[src/rtl/ccr_branch_unit_pkg.sv]
// Shared types and constants for the condition-code / branch unit.
package ccr_branch_unit_pkg;

    // Branch type codes as presented on br_type
    typedef enum logic [1:0] {
        BR_JZ  = 2'b00,
        BR_JN  = 2'b01,
        BR_JC  = 2'b10,
        BR_JMP = 2'b11
    } br_type_e;

    // Bit positions inside the {V,Z,N,C} flag vector
    localparam int unsigned FLAG_C = 0;
    localparam int unsigned FLAG_N = 1;
    localparam int unsigned FLAG_Z = 2;
    localparam int unsigned FLAG_V = 3;

    // Redirect FSM states
    typedef enum logic {
        ST_IDLE  = 1'b0,
        ST_FLUSH = 1'b1
    } state_e;

    // Resolve a branch condition against a stored CCR value
    function automatic logic branch_cond(input logic [3:0] ccr, input br_type_e t);
        logic c;
        case (t)
            BR_JZ:   c = ccr[FLAG_Z];
            BR_JN:   c = ccr[FLAG_N];
            BR_JC:   c = ccr[FLAG_C];
            default: c = 1'b1;
        endcase
        return c;
    endfunction

endpackage

[src/rtl/ccr_branch_unit_if.sv]
// Flag / branch / CCR-stack signal bundle between pipeline and the branch unit.
interface ccr_branch_unit_if #(
    parameter int ADDR_W = 16,
    parameter int CNT_W  = 3
);
    logic [3:0]        flags_in;
    logic              flags_we;
    logic              br_valid;
    logic [1:0]        br_type;
    logic [ADDR_W-1:0] br_target;
    logic              int_save;
    logic              int_restore;
    logic [3:0]        ccr_out;
    logic              br_taken;
    logic [ADDR_W-1:0] pc_target;
    logic              br_flush;
    logic [CNT_W-1:0]  stack_cnt;
    logic              ovf_err;
    logic              unf_err;

    // Branch unit side
    modport slave (
        input  flags_in, flags_we, br_valid, br_type, br_target, int_save, int_restore,
        output ccr_out, br_taken, pc_target, br_flush, stack_cnt, ovf_err, unf_err
    );

    // Pipeline / driver side
    modport master (
        output flags_in, flags_we, br_valid, br_type, br_target, int_save, int_restore,
        input  ccr_out, br_taken, pc_target, br_flush, stack_cnt, ovf_err, unf_err
    );
endinterface

[src/rtl/ccr_branch_unit_stack.sv]
// Small LIFO holding saved CCR values across interrupt nesting.
// Push and pop requests are ignored when full / empty respectively.
module ccr_stack #(
    parameter int DEPTH = 4,
    parameter int W     = 4
) (
    input  logic                       clk,
    input  logic                       rst,
    input  logic                       push_i,
    input  logic                       pop_i,
    input  logic [W-1:0]               data_i,
    output logic [W-1:0]               top_o,
    output logic [$clog2(DEPTH):0]     cnt_o,
    output logic                       full_o,
    output logic                       empty_o
);
    localparam int PTR_W = $clog2(DEPTH);
    localparam int CNT_W = PTR_W + 1;

    logic [W-1:0]     mem_q [DEPTH];
    logic [CNT_W-1:0] cnt_q;
    logic             push_en;
    logic             pop_en;

    assign full_o  = (cnt_q == CNT_W'(DEPTH));
    assign empty_o = (cnt_q == '0);
    assign pop_en  = pop_i && !empty_o;
    assign push_en = push_i && !full_o && !pop_i;
    assign top_o   = mem_q[PTR_W'(cnt_q - CNT_W'(1))];
    assign cnt_o   = cnt_q;

    // Occupancy counter; pop takes precedence over push
    always_ff @(posedge clk or posedge rst) begin
        if (rst) begin
            cnt_q <= '0;
        end else if (pop_en) begin
            cnt_q <= cnt_q - CNT_W'(1);
        end else if (push_en) begin
            cnt_q <= cnt_q + CNT_W'(1);
        end
    end

    // Storage is not reset; contents beyond cnt_q are don't-care
    always_ff @(posedge clk) begin
        if (push_en) begin
            mem_q[PTR_W'(cnt_q)] <= data_i;
        end
    end

endmodule

[src/rtl/ccr_branch_unit.sv]
// Condition-code register with branch resolution, redirect/flush FSM and
// interrupt save/restore of the CCR through a LIFO.
module ccr_branch_unit
    import ccr_branch_unit_pkg::*;
#(
    parameter int STACK_DEPTH = 4,
    parameter int FLUSH_CYC   = 2,
    parameter int ADDR_W      = 16
) (
    input  logic              clk,
    input  logic              rst,
    ccr_branch_unit_if.slave  bus
);
    localparam int SCNT_W = $clog2(STACK_DEPTH) + 1;
    localparam int FC_W   = (FLUSH_CYC > 1) ? $clog2(FLUSH_CYC) : 1;

    state_e            state_q, state_d;
    logic [3:0]        ccr_q, ccr_d;
    logic              taken_q, taken_d;
    logic [ADDR_W-1:0] pc_q, pc_d;
    logic              flush_q, flush_d;
    logic [FC_W-1:0]   fcnt_q, fcnt_d;
    logic              ovf_q, ovf_d;
    logic              unf_q, unf_d;

    logic [3:0]        stk_top;
    logic [SCNT_W-1:0] stk_cnt;
    logic              stk_full;
    logic              stk_empty;
    logic              cond;

    ccr_stack #(
        .DEPTH (STACK_DEPTH),
        .W     (4)
    ) u_stack (
        .clk     (clk),
        .rst     (rst),
        .push_i  (bus.int_save),
        .pop_i   (bus.int_restore),
        .data_i  (ccr_q),
        .top_o   (stk_top),
        .cnt_o   (stk_cnt),
        .full_o  (stk_full),
        .empty_o (stk_empty)
    );

    assign cond = branch_cond(ccr_q, br_type_e'(bus.br_type));

    // State and output registers
    always_ff @(posedge clk or posedge rst) begin
        if (rst) begin
            state_q <= ST_IDLE;
            ccr_q   <= '0;
            taken_q <= 1'b0;
            pc_q    <= '0;
            flush_q <= 1'b0;
            fcnt_q  <= '0;
            ovf_q   <= 1'b0;
            unf_q   <= 1'b0;
        end else begin
            state_q <= state_d;
            ccr_q   <= ccr_d;
            taken_q <= taken_d;
            pc_q    <= pc_d;
            flush_q <= flush_d;
            fcnt_q  <= fcnt_d;
            ovf_q   <= ovf_d;
            unf_q   <= unf_d;
        end
    end

    // CCR source selection, sticky stack errors, redirect FSM
    always_comb begin
        ccr_d   = ccr_q;
        ovf_d   = ovf_q;
        unf_d   = unf_q;
        state_d = state_q;
        taken_d = 1'b0;
        pc_d    = '0;
        flush_d = 1'b0;
        fcnt_d  = fcnt_q;

        // A restore masks any same-cycle save, so overflow is only flagged for a lone save
        if (bus.int_restore && !stk_empty) begin
            ccr_d = stk_top;
        end else if (bus.flags_we) begin
            ccr_d = bus.flags_in;
        end
        if (bus.int_restore && stk_empty) begin
            unf_d = 1'b1;
        end
        if (bus.int_save && !bus.int_restore && stk_full) begin
            ovf_d = 1'b1;
        end

        case (state_q)
            ST_IDLE: begin
                if (bus.br_valid && cond) begin
                    taken_d = 1'b1;
                    pc_d    = bus.br_target;
                    flush_d = 1'b1;
                    fcnt_d  = FC_W'(FLUSH_CYC - 1);
                    state_d = ST_FLUSH;
                end
            end
            ST_FLUSH: begin
                if (fcnt_q == '0) begin
                    state_d = ST_IDLE;
                end else begin
                    fcnt_d  = fcnt_q - FC_W'(1);
                    flush_d = 1'b1;
                end
            end
            default: state_d = ST_IDLE;
        endcase
    end

    assign bus.ccr_out   = ccr_q;
    assign bus.br_taken  = taken_q;
    assign bus.pc_target = pc_q;
    assign bus.br_flush  = flush_q;
    assign bus.stack_cnt = stk_cnt;
    assign bus.ovf_err   = ovf_q;
    assign bus.unf_err   = unf_q;

endmodule

[src/flat_wrapper.sv]
// flat-port wrapper written by rule: the top's interface ports become plain ports
module ccr_branch_unit_flat import ccr_branch_unit_pkg::*;
#(
    parameter int STACK_DEPTH = 4,
    parameter int FLUSH_CYC   = 2,
    parameter int ADDR_W      = 16
)
  (clk, rst, bus_flags_in, bus_flags_we, bus_br_valid, bus_br_type, bus_br_target, bus_int_save, bus_int_restore, bus_ccr_out, bus_br_taken, bus_pc_target, bus_br_flush, bus_stack_cnt, bus_ovf_err, bus_unf_err);
  ccr_branch_unit_if #(.ADDR_W(ADDR_W), .CNT_W(3)) bus_i ();
  input  logic clk;
  input  logic rst;
  input wire logic [$bits(bus_i.flags_in)-1:0] bus_flags_in;
  input wire logic [$bits(bus_i.flags_we)-1:0] bus_flags_we;
  input wire logic [$bits(bus_i.br_valid)-1:0] bus_br_valid;
  input wire logic [$bits(bus_i.br_type)-1:0] bus_br_type;
  input wire logic [$bits(bus_i.br_target)-1:0] bus_br_target;
  input wire logic [$bits(bus_i.int_save)-1:0] bus_int_save;
  input wire logic [$bits(bus_i.int_restore)-1:0] bus_int_restore;
  output wire logic [$bits(bus_i.ccr_out)-1:0] bus_ccr_out;
  output wire logic [$bits(bus_i.br_taken)-1:0] bus_br_taken;
  output wire logic [$bits(bus_i.pc_target)-1:0] bus_pc_target;
  output wire logic [$bits(bus_i.br_flush)-1:0] bus_br_flush;
  output wire logic [$bits(bus_i.stack_cnt)-1:0] bus_stack_cnt;
  output wire logic [$bits(bus_i.ovf_err)-1:0] bus_ovf_err;
  output wire logic [$bits(bus_i.unf_err)-1:0] bus_unf_err;
  assign bus_i.flags_in = bus_flags_in;
  assign bus_i.flags_we = bus_flags_we;
  assign bus_i.br_valid = bus_br_valid;
  assign bus_i.br_type = bus_br_type;
  assign bus_i.br_target = bus_br_target;
  assign bus_i.int_save = bus_int_save;
  assign bus_i.int_restore = bus_int_restore;
  assign bus_ccr_out = bus_i.ccr_out;
  assign bus_br_taken = bus_i.br_taken;
  assign bus_pc_target = bus_i.pc_target;
  assign bus_br_flush = bus_i.br_flush;
  assign bus_stack_cnt = bus_i.stack_cnt;
  assign bus_ovf_err = bus_i.ovf_err;
  assign bus_unf_err = bus_i.unf_err;
  ccr_branch_unit #(.STACK_DEPTH(STACK_DEPTH), .FLUSH_CYC(FLUSH_CYC), .ADDR_W(ADDR_W)) u_core (.clk(clk), .rst(rst), .bus(bus_i));
endmodule
[config.mk]
export PLATFORM = sky130hd
export DESIGN_NAME = ccr_branch_unit_flat
export DESIGN_NICKNAME = d
export VERILOG_FILES = /design/src/rtl/ccr_branch_unit_pkg.sv /design/src/rtl/ccr_branch_unit_if.sv /design/src/rtl/ccr_branch_unit_stack.sv /design/src/rtl/ccr_branch_unit.sv /design/src/flat_wrapper.sv
export SDC_FILE = /design/constraint.sdc
export NUM_CORES = 1
export LEC_CHECK = 0
export ABC_CLOCK_PERIOD_IN_PS = 4100
export CELL_PAD_IN_SITES_DETAIL_PLACEMENT = 0
export CELL_PAD_IN_SITES_GLOBAL_PLACEMENT = 2
export CORE_MARGIN = 4
export CORE_UTILIZATION = 44
export DETAILED_ROUTE_END_ITERATION = 10
export DONT_BUFFER_PORTS = 1
export PLACE_DENSITY_LB_ADDON = 0.1
export SLEW_MARGIN = 20
export SYNTH_ARGS = -nofsm -noshare
export SYNTH_HDL_FRONTEND = slang
export SYNTH_SLANG_ARGS = --single-unit
[constraint.sdc]
create_clock -name clk -period 4.1 [get_ports clk]
set_input_delay 0.41 -clock clk [delete_from_list [all_inputs] [get_ports clk]]
set_output_delay 0.41 -clock clk [all_outputs]
set_load 0.05 [all_outputs]
# == Word-level counts from Yosys, hierarchy flattened ==
# Memories as Yosys holds them, arrays and structs flattened.
# Index checks and enable logic that the tools add are counted.
# op_classes
n_eq_ne,4
mux,16
bitwise,1
reduce_logical,14
add_sub_neg,3
# op_table
operator,n
2-to-1 mux 16 bit,2
2-to-1 mux 4 bit,2
logical AND 1 bit,7
2-to-1 mux 1 bit,7
2-to-1 mux 3 bit,2
case mux 1 bit (2 select lines),2
nonzero test 2 bit,2
adder 3 x 1 -> 3 bit (second input constant),1
equality test 3 bit (second input constant),1
logical NOT 1 bit,3
logical NOT 3 bit,1
case mux 1 bit (3 select lines),1
subtractor 3 x 1 -> 3 bit (second input constant),1
equality test 2 x 1 -> 1 bit (second input constant),1
equality test 2 bit (second input constant),1
logical NOT 2 bit,1
!= test 2 x 1 -> 1 bit (second input constant),1
inverter 1 bit,1
subtractor 1 bit (second input constant),1
# word_totals
input_bits,28
mem_count,1
reg_bits,28
elab_cells,47
ramBits,16
# mem_list
memory,words,word_bits,rd,rd_clocked_by_memory_dff,wr,line_no,rtl
u_core.u_stack.mem_q,4,4,1,0,1,ccr_branch_unit_stack.sv:20,logic [W-1:0] mem_q [DEPTH];

# == Logic depth before layout (Yosys ltp) ==
# logic_depth
depth_word,6
mapped_depth,7
depth_no_buf,5

# == By module ==
# Synthesis repeated with hierarchy kept, for this count alone.
# hier_totals
cells_unflattened,124
hier_area_um2,1840.5
# modules_own_cells
mod,area_each_um2,n_inst,cells_each
ccr_branch_unit,928.4,1,67
ccr_stack,912.1,1,57

# == Least setup slack after synthesis ==
# Ideal clock, no wire load.
# synth_timing
path_kind,reg2reg
from,"reg u_core.u_stack.cnt_q[0], in the netlist u_core.u_stack.cnt_o[0]"
to,"reg u_core.ccr_q[0], in the netlist u_core.bus.ccr_out[0]"
required_ns,3.970
t_arrival_ns,1.844
stages_incl_launch_ff,7
setup_slack_ns,2.126
synth_period_minus_slack_ns,1.974
path_buffers,1
setup_time_ns,0.130
cell_sequence,dfrtp_1 > buf_2 > inv_1 > ha_1 > mux4_2 > nand3_1 > o21ai_0
# synth_via
elab_chain_len,4
elab_cells_between_ends,7
cone_classes,add/sub: 1; mux: 1; reduce/logical: 4; memory: 1
# synth_rtl
element,line_no,rtl
"start, declared",ccr_branch_unit_stack.sv:21,logic [CNT_W-1:0] cnt_q;
"start signal, assigned",ccr_branch_unit_stack.sv:37,cnt_q <= cnt_q - CNT_W'(1);
"start signal, assigned",ccr_branch_unit_stack.sv:39,cnt_q <= cnt_q + CNT_W'(1);
"parallel branches: the longest is 4 deep, another holds memory read (4 x 4 bit)",-,
"end signal, assigned",ccr_branch_unit.sv:62,ccr_q <= ccr_d;
"end, declared",ccr_branch_unit.sv:18,"logic [3:0] ccr_q, ccr_d;"
# Several ways; the timed one is not identified.
# A chain may end at the register's enable or synchronous reset.

# == Final worst setup path ==
# layout_timing
from,"reg u_core.u_stack.cnt_q[0], in the netlist u_core.u_stack.cnt_o[0]"
to,"mem u_core.u_stack.mem_q[3][2], enable pin"
# layout_via
elab_chain_len,6
# layout_rtl
element,line_no,rtl
equality test 3 bit,ccr_branch_unit_stack.sv:25,assign full_o = (cnt_q == CNT_W'(DEPTH));
logical NOT 1 bit,ccr_branch_unit_stack.sv:28,assign push_en = push_i && !full_o && !pop_i;
logical AND 1 bit (2 in a row),ccr_branch_unit_stack.sv:28,
2-to-1 mux 1 bit,ccr_branch_unit_stack.sv:45,if (push_en) begin
2-to-1 mux 1 bit (implied by the code),ccr_branch_unit_stack.sv:46,mem_q[PTR_W'(cnt_q)] <= data_i;
"end, declared",ccr_branch_unit_stack.sv:20,
# Parallel ways exist; a longest one is shown, timed or not.

==> impl_metrics.json <==
{
  "sw_frac_of_total_pct": 42.1,
  "path_buf_inv": 1,
  "hold_slack_ps": 49.4,
  "slowest_cell_delay_on_critical_path_ps": 890,
  "wire_per_inst_microns": 18.8,
  "routed_via_density": 5.38,
  "finalCritPeriodShare_pct": 54.2,
  "netlist_instances": 122,
  "combPwrFrac_pct": 19.7,
  "overall_die_height_microns": 71.8,
  "hold_vio_cnt_final": 0,
  "intPower_uw": 918,
  "rsz0062_at_grt": "no",
  "cts.sinks": 44,
  "dp_hpwl_microns": 2440,
  "cts_max_path_buffers": 2,
  "flow.area_growth_from_synthesis_pct": 8.03,
  "drt-initial-drc-count": 44,
  "slew_viol_final": 0,
  "synth_seq_area_share_pct": 65.9,
  "worstPathArrival_ps": 2210,
  "layout.cell_area.non_filler_sq_um": 1940,
  "clock_tree.root_cell": "sky130_fd_sc_hd__clkbuf_8",
  "seq_power_share_pct": 60.1,
  "synth.most_common_cell": "sky130_fd_sc_hd__dfrtp_1",
  "number_of_nets_at_the_end_of_the_flow": 157,
  "synth.lib_cells_used.distinct": 30,
  "syn-mean-instance-area_sq_um": 14.7,
  "area_of_the_core_region_sq_um": 3800,
  "synth_enable_flop_cells": 16,
  "power.density_cell_area_nw_per_um2": 819,
  "slew-limit-headroom_pct": 44.7,
  "routabilityCongestion": 0.744,
  "post_route_cells_drive_above_1_share_pct": 23.2,
  "die_area_sq_um": 5160,
  "timing.setup.tns_ps": 0,
  "placedInstanceArea_sq_um": 1830,
  "number_of_antenna_violations_at_the_first_check_in_global_routing": 0,
  "setup_viol": 0,
  "total_number_of_h_tree_levels": 2,
  "synth_warnings": 0,
  "route.detailed.drc": 0,
  "clock_power_share_pct": 20.2,
  "setup.worst_path.class": "flop to flop",
  "power.switching_uw": 669,
  "groute.usage.overall_pct": 13.7,
  "maxClockFrequency_ghz": 0.450,
  "maximum_number_of_pins_on_one_net_before_global_route_repair": 29,
  "routed-via-count": 931,
  "postSynthNetCount": 155,
  "layout_min_cycle_time_ps": 2220,
  "cts_setup_buffers": 0,
  "dieWidth_microns": 71.8,
  "diodes": 0,
  "cts_inserted_buffers": 5,
  "max-vdd-ir-drop_mv": 0.369,
  "cp_max_fo": 9,
  "static-leakage-power_nw": 0.845,
  "maxCapViolations": 0,
  "yosys-top-cells-area": "sky130_fd_sc_hd__dfrtp_1 (39%), sky130_fd_sc_hd__edfxtp_1 (27%), sky130_fd_sc_hd__mux4_2 (5.0%), sky130_fd_sc_hd__and2_2 (3.8%), sky130_fd_sc_hd__ha_1 (3.5%)",
  "grt_first_pass_wirelength_microns": 5220,
  "finalWirelength_microns": 3250,
  "pre_cts_ws_ps": 1870,
  "cts_tree": "yes",
  "start_util_pct": 47.2,
  "cts_resized": 0,
  "start_kind": "flop",
  "standard_cell_rows": 22,
  "syn-cell-area_sq_um": 1790,
  "synth_largest_area_cell": "sky130_fd_sc_hd__dfrtp_1",
  "ys_async_sr_fraction_pct": 63.6,
  "setup.worst_path.end_class": "flop",
  "type_of_the_tightest_min_delay_check": "input pin to async pin",
  "synth_top_area_share_pct": 39.1,
  "synthTopCellsByCount": "sky130_fd_sc_hd__dfrtp_1 (28), sky130_fd_sc_hd__edfxtp_1 (16), sky130_fd_sc_hd__and2_2 (9)",
  "detailedRoute.firstPassIterationCount": 4,
  "ios": 55,
  "worst_setup_hold_path_clk_slew_ps": 90,
  "slowest_stage": "sky130_fd_sc_hd__dfrtp_1",
  "tightest_slew_ps": 830,
  "status": "finished clean",
  "route.antenna.remaining_nets": 0,
  "cp.required_ps": 4080,
  "ys_seq_elements": 44,
  "port_buffers": 0,
  "path_delay_family": "flip-flops",
  "clock-skew-final_ps": 12.1,
  "grt-ovfl-total": 0,
  "clk_latency_ps": 290,
  "grt_pass1_vias": 982,
  "post-route-worst-setup-slack_ps": 1880,
  "yosys_most_used_dff": "sky130_fd_sc_hd__dfrtp_1",
  "post-route-util_pct": 51.0,
  "worstPathCellList": "inv_1 -> ha_1 -> nand2_1 -> and3_1",
  "cts_hold_buffers": 0
}
## final cells by class
class | instances | area [sq um]
Clock inverter | 3 | 42.5
Sequential cell | 44 | 1180
Inverter | 6 | 22.5
Multi-Input combinational cell | 67 | 562
Fill cell | 327 | 1860
Tap cell | 48 | 60.1
Clock buffer | 5 | 68.8
## cells in the final DEF, fill, tap and decap left out
cell type | synthesis | layout
sky130_fd_sc_hd__clkinv_4 | 0 | 1
sky130_fd_sc_hd__mux2i_1 | 5 | 5
sky130_fd_sc_hd__nor2_1 | 3 | 3
sky130_fd_sc_hd__inv_2 | 0 | 1
sky130_fd_sc_hd__o21ai_1 | 1 | 1
sky130_fd_sc_hd__and2_4 | 7 | 7
sky130_fd_sc_hd__o2111a_2 | 1 | 1
sky130_fd_sc_hd__a21oi_1 | 3 | 3
sky130_fd_sc_hd__clkbuf_8 | 0 | 5
sky130_fd_sc_hd__ha_1 | 5 | 5
sky130_fd_sc_hd__o21bai_1 | 1 | 1
sky130_fd_sc_hd__or3b_1 | 1 | 1
sky130_fd_sc_hd__clkinv_1 | 0 | 1
sky130_fd_sc_hd__inv_1 | 6 | 5
sky130_fd_sc_hd__nand2b_1 | 1 | 1
sky130_fd_sc_hd__edfxtp_1 | 16 | 16
sky130_fd_sc_hd__nand4b_1 | 1 | 1
sky130_fd_sc_hd__a21o_1 | 4 | 4
sky130_fd_sc_hd__a22oi_1 | 1 | 1
sky130_fd_sc_hd__xnor2_1 | 1 | 1
sky130_fd_sc_hd__mux2_1 | 1 | 1
sky130_fd_sc_hd__nand3_1 | 6 | 6
sky130_fd_sc_hd__bufinv_16 | 0 | 1
sky130_fd_sc_hd__and2_2 | 9 | 9
sky130_fd_sc_hd__o21ai_0 | 4 | 4
sky130_fd_sc_hd__o2bb2ai_1 | 1 | 1
sky130_fd_sc_hd__dfrtp_1 | 28 | 28
sky130_fd_sc_hd__nor2b_1 | 2 | 2
sky130_fd_sc_hd__and3_1 | 3 | 3
sky130_fd_sc_hd__mux4_2 | 4 | 4
sky130_fd_sc_hd__nand2_1 | 2 | 2
## worst reg2reg max path: stages (launching register included)
cell,delay [ps]
sky130_fd_sc_hd__dfrtp_1,890
sky130_fd_sc_hd__inv_1,210
sky130_fd_sc_hd__ha_1,310
sky130_fd_sc_hd__nand2_1,210
sky130_fd_sc_hd__and3_1,310
## path summary, 6_finish.rpt
path                                               from                         end  slack, ps  depth (start not counted)
min in group clk                        bus_int_restore          u_core.bus.unf_err        240                          1
worst min-delay path                                rst       u_core.bus.ccr_out[0]         50                          1
worst max-delay path            u_core.u_stack.cnt_o[0]  u_core.u_stack.mem_q[3][2]       1880                          4
worst min register to register            u_core.fcnt_q               u_core.fcnt_q        490                          1
worst max register to register  u_core.u_stack.cnt_o[0]  u_core.u_stack.mem_q[3][2]       1880                          4
max in group asynchronous                           rst     u_core.u_stack.cnt_o[0]       3670                          1
## power by group through the flow
stage / Combinational, mW / Clock, mW / Sequential, mW
floorplan: 0.286 / 0 / 0.916
global placement: 0.314 / 0 / 0.969
detailed placement: 0.315 / 0 / 0.971
CTS: 0.319 / 0.328 / 0.962
global route: 0.355 / 0.353 / 0.974
finish: 0.313 / 0.321 / 0.953
## through the flow
step | total power, mW | cells
3_3_place_gp | 1.28 | 165
6_report | 1.59 | 173
2_1_floorplan | 1.20 | 122
5_1_grt | 1.68 | 173
4_1_cts | 1.61 | 173
3_5_place_dp | 1.29 | 165
## registers in the layout (all words and copies together) (netlist names)
name                  count
u_core.bus.br_taken       1
u_core.bus.pc_target     16
u_core.u_stack.mem_q     16
u_core.bus.ccr_out        4
u_core.bus.br_flush       1
u_core.u_stack.cnt_o      3
u_core.fcnt_q             1
u_core.bus.ovf_err        1
u_core.bus.unf_err        1
## kinds of logic after synthesis
group                      count (synthesis)  share of synthesized area [%]
AOI/OAI and AO/OA                         16                           5.93
DFF                                       44                           65.9
adders and majority gates                  5                           3.49
buffers and inverters                     11                           2.79
muxes                                     10                           8.44
and+or+nand+nor                           35                           13.0
xor gates and xnor gates                   1                          0.489
## routing by layer
layer	track usage (%)	wire, microns	vias up
met3	6.87	286	4
met4	4.38	29	0
met5	0	0	-
met2	22.8	1660	39
met1	15.3	1270	459
li1	-	-	429
No activity file was read; power rests on OpenSTA's default activity.
